===== src/rtl/tile_obi_data_router.sv =====
// OBI data router for the RedMulE tile: one core manager port to L1 (idx 0)
// and L2 (idx 1), with an in-order outstanding tracker and an error responder.
module tile_obi_data_router #(
  parameter int unsigned ADDR_W = 32,
  parameter int unsigned DATA_W = 32,
  parameter int unsigned AID_W = 1,
  parameter int unsigned N_MAX_TRAN = 1,
  parameter logic [ADDR_W-1:0] L1_START = 32'h1000_0000,
  parameter logic [ADDR_W-1:0] L1_END = 32'h2000_0000,
  parameter logic [ADDR_W-1:0] L2_START = 32'h2000_0000,
  parameter logic [ADDR_W-1:0] L2_END = 32'h3000_0000,
  localparam int unsigned BE_W = DATA_W / 8
) (
  input  logic                  clk_i,
  input  logic                  rst_ni,
  input  logic                  mgr_req_i,
  output logic                  mgr_gnt_o,
  input  logic [ADDR_W-1:0]     mgr_addr_i,
  input  logic                  mgr_we_i,
  input  logic [BE_W-1:0]       mgr_be_i,
  input  logic [DATA_W-1:0]     mgr_wdata_i,
  input  logic [AID_W-1:0]      mgr_aid_i,
  output logic                  mgr_rvalid_o,
  output logic [DATA_W-1:0]     mgr_rdata_o,
  output logic [AID_W-1:0]      mgr_rid_o,
  output logic                  mgr_err_o,
  output logic [1:0]            sbr_req_o,
  input  logic [1:0]            sbr_gnt_i,
  output logic [ADDR_W-1:0]     sbr_addr_o,
  output logic                  sbr_we_o,
  output logic [BE_W-1:0]       sbr_be_o,
  output logic [DATA_W-1:0]     sbr_wdata_o,
  output logic [AID_W-1:0]      sbr_aid_o,
  input  logic [1:0]            sbr_rvalid_i,
  input  logic [2*DATA_W-1:0]   sbr_rdata_i,
  input  logic [2*AID_W-1:0]    sbr_rid_i,
  input  logic [1:0]            sbr_err_i,
  output logic                  spurious_rsp_o
);

  localparam int unsigned CNT_W = $clog2(N_MAX_TRAN + 1);
  localparam logic [CNT_W-1:0] CNT_MAX = CNT_W'(N_MAX_TRAN);

  logic [CNT_W-1:0] cnt_q, cnt_d;
  logic             tgt_q;
  logic             err_q;
  logic             spur_q;
  logic [AID_W-1:0] aid_q;

  logic in_l1, in_l2, sel, sel_err;
  logic busy, stall, acc_sbr, acc_err, rsp, stray;
  logic [1:0] exp_rv;

  assign in_l1 = (mgr_addr_i >= L1_START) && (mgr_addr_i < L1_END);
  assign in_l2 = (mgr_addr_i >= L2_START) && (mgr_addr_i < L2_END);
  assign sel = !in_l1;
  assign sel_err = !in_l1 && !in_l2;

  assign busy = (cnt_q != '0);
  // err_q also blocks, so error responses never overlap a new accept
  assign stall = (cnt_q == CNT_MAX)
              || (busy && !sel_err && (sel != tgt_q))
              || (busy && sel_err)
              || err_q;

  always_comb begin
    sbr_req_o = 2'b00;
    mgr_gnt_o = 1'b0;
    if (mgr_req_i && !stall) begin
      if (sel_err) begin
        mgr_gnt_o = 1'b1;
      end else begin
        sbr_req_o[sel] = 1'b1;
        mgr_gnt_o = sbr_gnt_i[sel];
      end
    end
  end

  assign sbr_addr_o = mgr_req_i ? mgr_addr_i : '0;
  assign sbr_we_o = mgr_req_i & mgr_we_i;
  assign sbr_be_o = mgr_req_i ? mgr_be_i : '0;
  assign sbr_wdata_o = mgr_req_i ? mgr_wdata_i : '0;
  assign sbr_aid_o = mgr_req_i ? mgr_aid_i : '0;

  assign acc_sbr = mgr_req_i && mgr_gnt_o && !sel_err;
  assign acc_err = mgr_req_i && mgr_gnt_o && sel_err;
  assign rsp = busy && sbr_rvalid_i[tgt_q];

  assign exp_rv = busy ? (tgt_q ? 2'b10 : 2'b01) : 2'b00;
  assign stray = |(sbr_rvalid_i & ~exp_rv);

  always_comb begin
    mgr_rvalid_o = 1'b0;
    mgr_rdata_o = '0;
    mgr_rid_o = '0;
    mgr_err_o = 1'b0;
    if (err_q) begin
      mgr_rvalid_o = 1'b1;
      mgr_rid_o = aid_q;
      mgr_err_o = 1'b1;
    end else if (rsp) begin
      mgr_rvalid_o = 1'b1;
      mgr_rdata_o = tgt_q ? sbr_rdata_i[2*DATA_W-1:DATA_W]
                          : sbr_rdata_i[DATA_W-1:0];
      mgr_rid_o = tgt_q ? sbr_rid_i[2*AID_W-1:AID_W]
                        : sbr_rid_i[AID_W-1:0];
      mgr_err_o = sbr_err_i[tgt_q];
    end
  end

  always_comb begin
    cnt_d = cnt_q;
    if (acc_sbr && !rsp) cnt_d = cnt_q + CNT_W'(1);
    else if (!acc_sbr && rsp) cnt_d = cnt_q - CNT_W'(1);
  end

  assign spurious_rsp_o = spur_q;

  always_ff @(posedge clk_i) begin
    if (!rst_ni) begin
      cnt_q <= '0;
      tgt_q <= 1'b0;
      err_q <= 1'b0;
      spur_q <= 1'b0;
      aid_q <= '0;
    end else begin
      cnt_q <= cnt_d;
      if (acc_sbr) tgt_q <= sel;
      err_q <= acc_err;
      if (acc_err) aid_q <= mgr_aid_i;
      spur_q <= stray;
    end
  end

`ifndef SYNTHESIS
  always_ff @(posedge clk_i) begin
    if (rst_ni) begin
      assert (cnt_q <= CNT_MAX);
      assert (!(rsp && !busy));
      assert ($onehot0(sbr_req_o));
    end
  end
`endif

endmodule

===== config.mk =====
export PLATFORM = sky130hd
export DESIGN_NAME = tile_obi_data_router
export DESIGN_NICKNAME = d
export VERILOG_FILES = /design/src/rtl/tile_obi_data_router.sv
export SDC_FILE = /design/constraint.sdc
export NUM_CORES = 1
export LEC_CHECK = 0
export ABC_AREA = 0
export CORE_AREA = 5 5 95 97
export CTS_CLUSTER_SIZE = 24
export DETAILED_ROUTE_END_ITERATION = 8
export DIE_AREA = 0 0 100 102
export PLACE_DENSITY = 0.73
export SLEW_MARGIN = 20
export SYNTH_ARGS = -nofsm -noshare
export SYNTH_HDL_FRONTEND = slang
export SYNTH_SLANG_ARGS = --single-unit

===== constraint.sdc =====
create_clock -name clk_i -period 1.49 [get_ports clk_i]
set_input_delay 0.298 -clock clk_i [delete_from_list [all_inputs] [get_ports clk_i]]
set_output_delay 0.298 -clock clk_i [all_outputs]
set_load 0.03 [all_outputs]

# Yosys cells after proc, flatten, opt, wreduce, memory -nomap -nowiden

Cells that the tools add are included.

Input port bits: 145
Output and inout port bits: 109
Word-level logic and storage cells: 73
Flip-flop bits (word level): 5

Magnitude comparators: 7
Bitwise gates (word level): 3
Add/sub/neg operators: 2
Reduce and logical (&&, ||, !) cells: 25
Muxes and demuxes: 30
Equality and inequality tests: 1

Operators with widths:

| cell                                                                     | count |
|---|---|
| 32-bit two-way mux                                                       | 5 |
| 32-bit by 30-bit < comparator with 1-bit output (second input constant)  | 2 |
| 32-bit by 29-bit >= comparator with 1-bit output (second input constant) | 1 |
| 32-bit by 30-bit >= comparator with 1-bit output (second input constant) | 1 |
| 1-bit two-way mux                                                        | 19 |
| 1-bit logical AND                                                        | 14 |
| 2-bit two-way mux                                                        | 4 |
| 1-bit logical NOT                                                        | 6 |
| 1-bit by 2-bit < comparator with 1-bit output (second input constant)    | 2 |
| 4-bit two-way mux                                                        | 1 |
| 1-bit logical OR                                                         | 3 |
| 2-bit AND                                                                | 1 |
| 2-bit NOT                                                                | 1 |
| 2-bit nonzero test                                                       | 1 |
| 2-bit OR reduction                                                       | 1 |
| 1-bit adder (second input constant)                                      | 1 |
| 1-bit AND                                                                | 1 |
| 1-bit demux with 1-bit select                                            | 1 |
| 1-bit >= comparator (second input constant)                              | 1 |
| 1-bit != test                                                            | 1 |
| 1-bit subtractor (second input constant)                                 | 1 |

# Depth between registers and ports, before layout

Gate-level depths: netlist of run 1.

Depth after elaboration: 19
Mapped depth: 6
Depth with buffers taken out: 4

# Worst setup path before layout of run 1

No wires, ideal clock.

Kind: register to output
Start: register tgt_q
End: output mgr_rdata_o[0]
Buffers on the path: 2
Data required time: 1.192 ns
Data arrival time: 1.471 ns
Cell stages (with the launch flop): 7
Path slack: -0.279 ns
Cells stage by stage: dfxtp_1 > mux2_1 > nand2_1 > or2_1 > buf_2 > buf_6 > nor2_1

Word-level cells in the longest chain between the ends: 5
Elaborated cells between the ends (all ways): 6

Ends and longest elaborated chain:

| element                                               | RTL line | text |
|---|---|---|
| start: declaration                                    | 45       | `logic tgt_q;` |
| start signal: assignment                              | 128      | `if (acc_sbr) tgt_q <= sel;` |
| 1-bit two-way mux (implied by the code) (2 in series) | 87       | `assign rsp = busy && sbr_rvalid_i[tgt_q];` |
| 1-bit logical AND                                     | 87       |  |
| 32-bit two-way mux *                                  | 101      | `end else if (rsp) begin` |
| 32-bit two-way mux *                                  | 97       | `if (err_q) begin` |
| end: declaration                                      | 24       | `output logic [DATA_W-1:0] mgr_rdata_o,` |

Mark *: on every way between the ends. The rest lies on a longest branch, timed or not. The select of a mux whose other input is x is not followed.

# Worst setup path in the final report of run 1

Start: register tgt_q
End: output mgr_rid_o

Word-level cells in the longest chain between the ends: 5
Elaborated cells between the ends (all ways): 6

Ends and longest elaborated chain:

| element                                               | RTL line | text |
|---|---|---|
| 1-bit two-way mux (implied by the code) (2 in series) | 87       |  |
| 1-bit logical AND                                     | 87       |  |
| 1-bit two-way mux *                                   | 101      |  |
| 1-bit two-way mux *                                   | 97       |  |
| end: declaration                                      | 25       | `output logic [AID_W-1:0] mgr_rid_o,` |

Marked as above.

==> results.py, run 1 <==
metrics = {
    "setup_path": {
        "critical_path.startpoint_type": "register",
        "worstPathCellList": "buf_4 > bufbuf_16 > mux2i_1 > o31ai_2 > buf_12",
        "worst_setup_path_end_kind": "primary output",
        "max_stage_delay_ns": 0.32,
        "critical_path_cell_count": 5,
        "timing.critical_path.arrival_ns": 1.50,
        "required_ns": 1.19,
        "critPathBufInv": 3,
        "worst_path_max_delay_cell": "sky130_fd_sc_hd__dfxtp_2",
        "worst-r2r-cell-count": 5,
        "timing.setup.critical_path_class": "register to primary output",
        "path_max_fanout": 5,
        "critical-path-top-delay-family": "buffers and inverters",
    },
    "global_routing": {
        "grt_overflow_total": 0,
        "wire_length_of_the_first_global_routing_pass_mm": 14.2,
        "grt_max_degree": 35,
        "number_of_global_route_vias_before_repair": 2631,
        "groute.usage.overall_pct": 17.5,
        "antenna_found_initial": 0,
    },
    "die": {
        "io-pin-count": 254,
        "core_mm2": 0.00805,
        "die_width_um": 100,
        "num_rows": 33,
        "die-area_mm2": 0.0102,
        "initial_core_util_pct": 16.4,
        "die_h_um": 102,
    },
    "job": {
        "timing.max_cap.violations": 0,
    },
    "timing": {
        "drv_slew": 0,
        "worst_slack_ns": -0.305,
        "final-setup-viol-count": 38,
        "slew_headroom_pct": 78.9,
        "final.period_utilization_pct": 120,
        "layout_min_cycle_time_ns": 1.79,
        "grt_setup_unrepaired": "true",
        "hold_violation_count_in_the_final_report": 0,
        "finClkSkew_ns": 0.00142,
        "worst_pin_slew_ns": 0.308,
        "timing.hold.ws_ns": 0.456,
        "max_clock_freq_ghz": 0.557,
    },
    "yosys": {
        "synth_adder_area_share_pct": 0,
        "synth_seq_cells": 5,
        "number_of_warnings_issued_by_yosys": 0,
        "synthesis.instances": 192,
        "synth.mux.area_fraction_pct": 27.3,
        "synth_top_family_by_area": "simple AND/OR/NAND/NOR gates",
        "synth_fp_nets": 337,
        "synthesis.area_mm2": 0.00132,
        "compound_gate_fraction_of_synth_area_pct": 5.39,
        "synthXorXnorAreaFrac_pct": 0,
        "synth_simple_gate_area_share_pct": 52.9,
        "synth_sequential_area_ratio_pct": 7.56,
        "synth.avg_cell_area_um2": 6.89,
        "post_synth_num_cell_types": 26,
    },
    "power": {
        "power_consumption_mw": 1.64,
        "powerDensity_mw_per_mm2": 332,
        "total_switching_power_uw": 602,
        "clock_power_share_pct": 15.0,
        "max-vdd-ir-drop_v": 0.000194,
        "p_seq_share_pct": 8.8,
        "switching_share_pct": 36.7,
        "power_frac_comb_pct": 76.2,
        "static-leakage-power_nw": 2.01,
        "power.internal_mw": 1.04,
    },
    "drt": {
        "route.final.wire_length_mm": 9.87,
        "initialDrtViolationCount": 37,
        "dr_wl_cell_um": 17.2,
        "via_count": 2462,
        "routed_via_density": 4.28,
        "drc": 0,
        "number_of_iterations_in_the_first_detailed_routing_pass": 4,
        "antenna_violating_nets_post_route": 0,
    },
    "clock_network": {
        "tritoncts": "yes",
        "cts.root.buffer_cell": "sky130_fd_sc_hd__clkbuf_8",
        "cts_hold_bufs": 0,
        "cts-buffers-inserted": 3,
        "path_clk_slew_ns": 0.03,
        "htreeDepth": 1,
        "clock_sink_count": 5,
        "clk_path_buf_depth": 2,
        "clock_insertion_delay_worst_skew_ns": 0.22,
    },
    "layout": {
        "leading_cell_type_in_the_layout_fill_and_taps_excluded": "sky130_fd_sc_hd__clkdlybuf4s50_1",
        "diodes": 0,
        "flow.area_growth_from_synthesis_pct": 274,
        "final_net_count": 616,
        "mostFrequentLayoutCells": "sky130_fd_sc_hd__clkdlybuf4s50_1, sky130_fd_sc_hd__buf_4, sky130_fd_sc_hd__and2_1, sky130_fd_sc_hd__buf_6, sky130_fd_sc_hd__nor2_4",
        "utilization_pct": 61.5,
        "drive_above_1_share_pct": 47.7,
    },
    "worst_hold_path": {
        "hold_path_depth": 2,
        "hold_path.class": "register to register",
    },
    "place": {
        "portBuffers": 253,
        "place_congestion": 0.821,
        "dp_slack_ns": -0.617,
        "hpwlAfterDp_mm": 7.59,
    },
    "status": {
        "run_status": "complete, but fails checks",
        "violated_checks": "setup timing",
    },
}
cells by family after synthesis:
logic type	Yosys count
DFF	5
muxes	36
buffers and inverters	16
AOI/OAI and AO/OA	11
and+or+nand+nor	124
synthesized netlist by cell type:
cell type,count,share of area (%)
sky130_fd_sc_hd__o22ai_1,1,0.47
sky130_fd_sc_hd__nor3b_1,1,0.57
sky130_fd_sc_hd__mux2_1,1,0.85
sky130_fd_sc_hd__nor3_2,1,0.76
sky130_fd_sc_hd__mux2i_1,35,26
sky130_fd_sc_hd__a31oi_1,1,0.47
sky130_fd_sc_hd__nand2_1,4,1.1
sky130_fd_sc_hd__o21ai_0,3,1.1
sky130_fd_sc_hd__clkbuf_1,7,2.0
sky130_fd_sc_hd__and2_1,71,34
sky130_fd_sc_hd__or2_1,1,0.47
sky130_fd_sc_hd__dfxtp_1,5,7.6
sky130_fd_sc_hd__or3b_4,1,0.85
sky130_fd_sc_hd__nand3_1,2,0.76
sky130_fd_sc_hd__o31ai_1,2,1.1
sky130_fd_sc_hd__nor4b_2,2,2.3
sky130_fd_sc_hd__or2_2,1,0.47
sky130_fd_sc_hd__nor2_1,37,10
sky130_fd_sc_hd__nand2b_1,1,0.47
sky130_fd_sc_hd__buf_2,6,2.3
sky130_fd_sc_hd__a22oi_1,1,0.57
sky130_fd_sc_hd__o21bai_1,1,0.57
sky130_fd_sc_hd__a311oi_1,1,0.66
sky130_fd_sc_hd__buf_6,3,2.6
sky130_fd_sc_hd__nand3b_1,2,1.1
sky130_fd_sc_hd__a21oi_1,1,0.38
sequential cells by signal (all words and copies together) (netlist names):
register,cells
aid_q,1
busy,1
err_q,1
spurious_rsp_o,1
tgt_q,1
routing by layer:
metal  global-route usage [%]  share of wire [%]  vias up
met2                     33.4                 52      158
met1                     17.6                 32     1103
met3                     7.30                 14        8
met4                     4.66                1.9        0
li1                         -                  -     1193
met5                        0                  0        -
path summary, 6_finish.rpt:
check | startpoint | slack [ns] | to
max reg2reg | busy$_SDFFE_PN0P_ | 0.11 | aid_q$_SDFFE_PN0P_
min reg2reg | aid_q$_SDFFE_PN0P_ | 0.46 | aid_q$_SDFFE_PN0P_
min | aid_q$_SDFFE_PN0P_ | 0.46 | aid_q$_SDFFE_PN0P_
max | tgt_q$_SDFFE_PN0P_ | -0.30 | mgr_rid_o
worst register-to-register path: stages (launching register included):
cell	delay [ns]
sky130_fd_sc_hd__dfxtp_4	0.35
sky130_fd_sc_hd__or3b_4	0.46
sky130_fd_sc_hd__buf_4	0.17
sky130_fd_sc_hd__nor3_4	0.19
sky130_fd_sc_hd__nand3_1	0.09
sky130_fd_sc_hd__o21ai_0	0.06
power groups by stage:
stage | Clock [mW] | Sequential (mW) | Combinational, mW
finish | 0.246 | 0.144 | 1.25
global route | 0.264 | 0.145 | 1.32
CTS | 0.251 | 0.146 | 1.18
detailed placement | 0 | 0.148 | 1.10
global placement | 0 | 0.148 | 1.09
floorplan | 0 | 0.151 | 0.421
final cells by class:
cell class	instances	area, um2
Fill cell	665	3100
Timing Repair Buffer	290	3090
Multi-Input combinational cell	171	1580
Tap cell	105	131
Sequential cell	5	106
Clock buffer	4	45.0
per-stage QoR:
stage,area [um2],cells,TNS (ns)
final,4950,575,-9.80
after global routing,4950,575,-11.74
after CTS,4760,570,-11.54
after detailed placement,4080,554,-36.02
after global placement,4080,554,-35.75
after floorplan,1460,192,-4.33
timing repair:
item / in CTS / in global routing
gates cloned: 5 / 5
setup endpoints to repair: 110 / 76
resized for setup: 110 / 37
pin swaps: 36 / 9
buffers inserted: 7 / 2
endpoints found under the hold margin: 0 / 0
(Power assumes the default switching activity.)
==> inputs of run 2 (changes only) <==
Settings changed: CORE_AREA 5 5 95 97 to 3 3 99 101, DIE_AREA 0 0 100 102 to 0 0 102 104, PLACE_DENSITY 0.73 to default.
Clock period 1.49 ns to 1.9 ns, I/O delays scaled along.
==> run 2 against run 1 <==
The flow still finishes with violations (setup timing). Sequential power fell by 21%. Flip-flop and latch count did not move. Register-to-register slack improved by 0.37 ns. Die area rose by 4.0%. Combinational power fell by 33%. Worst setup slack improved by 0.27 ns. Via count fell by 6.1%. Design area fell by 11%. Critical path depth rose by 1. Wire length fell by 16%. Cell count fell by 1.7%. Largest cell class unchanged. Highest routed layer is now met5.
==> results.py, run 2 (synthesis results as in run 1) <==
metrics = {
    "setup_path": {
        "path_max_fanout": 8,
        "timing.setup.critical_path_class": "register to primary output",
        "worstPathCellList": "mux2_4 > nand2_4 > or2_4 > buf_12 > nor2_4 > buf_6",
        "worst_setup_path_startpoint": "tgt_q$_SDFFE_PN0P_",
        "worst_path_max_delay_cell": "sky130_fd_sc_hd__dfxtp_4",
        "required_ns": 1.52,
        "worst_r2r_startpoint": "busy$_SDFFE_PN0P_",
        "timing.critical_path.arrival_ns": 1.56,
        "worst_setup_path_end_kind": "primary output",
        "max_stage_delay_ns": 0.34,
        "critical_path.startpoint_type": "register",
    },
    "worst_hold_path": {
        "worst_hold_startpoint": "aid_q$_SDFFE_PN0P_",
        "hold_path.class": "register to register",
    },
    "clock_network": {
        "cts-buffers-inserted": 3,
        "path_clk_slew_ns": 0.03,
        "tritoncts": "yes",
        "htreeDepth": 1,
        "clock_insertion_delay_worst_skew_ns": 0.22,
        "cts.root.buffer_cell": "sky130_fd_sc_hd__clkbuf_8",
        "clk_path_buf_depth": 2,
        "clock_sink_count": 5,
    },
    "power": {
        "max-vdd-ir-drop_v": 0.000111,
        "p_seq_share_pct": 10.0,
        "power.internal_uw": 725,
        "clock_power_share_pct": 16.6,
        "power_frac_comb_pct": 73.4,
        "total_switching_power_uw": 423,
        "powerDensity_mw_per_mm2": 262,
        "static-leakage-power_nw": 1.80,
        "switching_share_pct": 36.8,
        "power_consumption_mw": 1.15,
    },
    "global_routing": {
        "grt_overflow_total": 0,
        "groute.usage.overall_pct": 14.5,
        "wire_length_of_the_first_global_routing_pass_mm": 12.5,
        "grt_max_degree": 38,
        "number_of_global_route_vias_before_repair": 2483,
        "antenna_found_initial": 1,
    },
    "die": {
        "die-area_mm2": 0.0106,
        "core_mm2": 0.00911,
        "die_width_um": 102,
        "io-pin-count": 254,
        "initial_core_util_pct": 14.5,
        "die_h_um": 104,
        "num_rows": 35,
    },
    "timing": {
        "max_clock_freq_ghz": 0.517,
        "layout_min_cycle_time_ns": 1.94,
        "grt_setup_unrepaired": "true",
        "timing.hold.ws_ns": 0.469,
        "worst_slack_ns": -0.0352,
        "final-setup-viol-count": 31,
        "drv_slew": 0,
        "final.setup.tns_ns": -0.400,
        "hold_violation_count_in_the_final_report": 0,
        "finClkSkew_ns": 0.000534,
        "slew_headroom_pct": 76.1,
        "final.period_utilization_pct": 102,
        "worst_pin_slew_ns": 0.358,
    },
    "layout": {
        "utilization_pct": 48.2,
        "final_net_count": 600,
        "flow.area_growth_from_synthesis_pct": 231,
        "drive_above_1_share_pct": 39.2,
        "diodes": 0,
        "mostFrequentLayoutCells": "sky130_fd_sc_hd__clkdlybuf4s50_1, sky130_fd_sc_hd__buf_4, sky130_fd_sc_hd__and2_1, sky130_fd_sc_hd__mux2i_1",
        "leading_cell_type_in_the_layout_fill_and_taps_excluded": "sky130_fd_sc_hd__clkdlybuf4s50_1",
    },
    "drt": {
        "route.final.wire_length_mm": 8.26,
        "initialDrtViolationCount": 33,
        "via_count": 2312,
        "number_of_iterations_in_the_first_detailed_routing_pass": 3,
        "routed_via_density": 4.09,
        "antenna_violating_nets_post_route": 0,
        "drc": 0,
        "dr_wl_cell_um": 14.6,
    },
    "place": {
        "hpwlAfterDp_mm": 6.65,
        "place_congestion": 0.753,
        "portBuffers": 253,
        "dp_slack_ns": -0.404,
    },
    "status": {
        "violated_checks": "setup timing",
        "run_status": "complete, but fails checks",
    },
    "job": {
        "timing.max_cap.violations": 0,
    },
}
==> run 2: per-stage QoR <==
stage,instances,area [um2]
after floorplan,192,1320
after global placement,556,3830
after detailed placement,556,3830
after CTS,564,4310
after global routing,565,4390
final,565,4390
==> run 2: worst paths after layout <==
| check | end | slack [ns] | cells past startpoint |
|---|---|---|---|
| worst min register to register | aid_q$_SDFFE_PN0P_ | 0.47 | 2 |
| worst max-delay path | mgr_rdata_o[5] | -0.04 | 6 |
| worst min-delay path | aid_q$_SDFFE_PN0P_ | 0.47 | 2 |
| worst max register to register | aid_q$_SDFFE_PN0P_ | 0.48 | 5 |
==> run 2: area by class of cell <==
type	count	area, um2
fill	865	4720
sequential	5	104
timing repair buffer	274	2690
clock buffer	4	45.0
multi-input combinational	171	1410
tap	111	139
==> run 2: repair_timing <==
item	CTS	global route
gates resized for setup	104	21
cloned	3	0
hold buffers	0	0
pin swaps	28	7
buffers inserted	1	1
endpoints found under the setup margin	41	35
==> run 2: metal layers <==
layer | track usage, % | vias to the layer above | part of all wire, % | wire length [um]
met5 | 0 | - | 0.11 | 9
met4 | 3.84 | 2 | 1.6 | 129
met3 | 5.03 | 10 | 12 | 1020
met2 | 29.9 | 149 | 56 | 4660
met1 | 12.7 | 995 | 30 | 2440
li1 | - | 1156 | - | -
==> run 2: power groups by stage <==
| stage | Clock [mW] | Combinational, mW | Sequential, mW |
|---|---|---|---|
| final | 0.191 | 0.843 | 0.114 |
| after global routing | 0.205 | 0.897 | 0.115 |
| after CTS | 0.196 | 0.846 | 0.115 |
| after detailed placement | 0 | 0.811 | 0.117 |
| after global placement | 0 | 0.806 | 0.117 |
| after floorplan | 0 | 0.315 | 0.118 |
==> run 2: critical path, delay by kind of cell, from the launching register on <==
| kind | cells | cell delay [ns] |
|---|---|---|
| buffers and inverters | 2 | 0.31 |
| DFF | 1 | 0.34 |
| muxes | 1 | 0.20 |
| and+or+nand+nor | 3 | 0.48 |
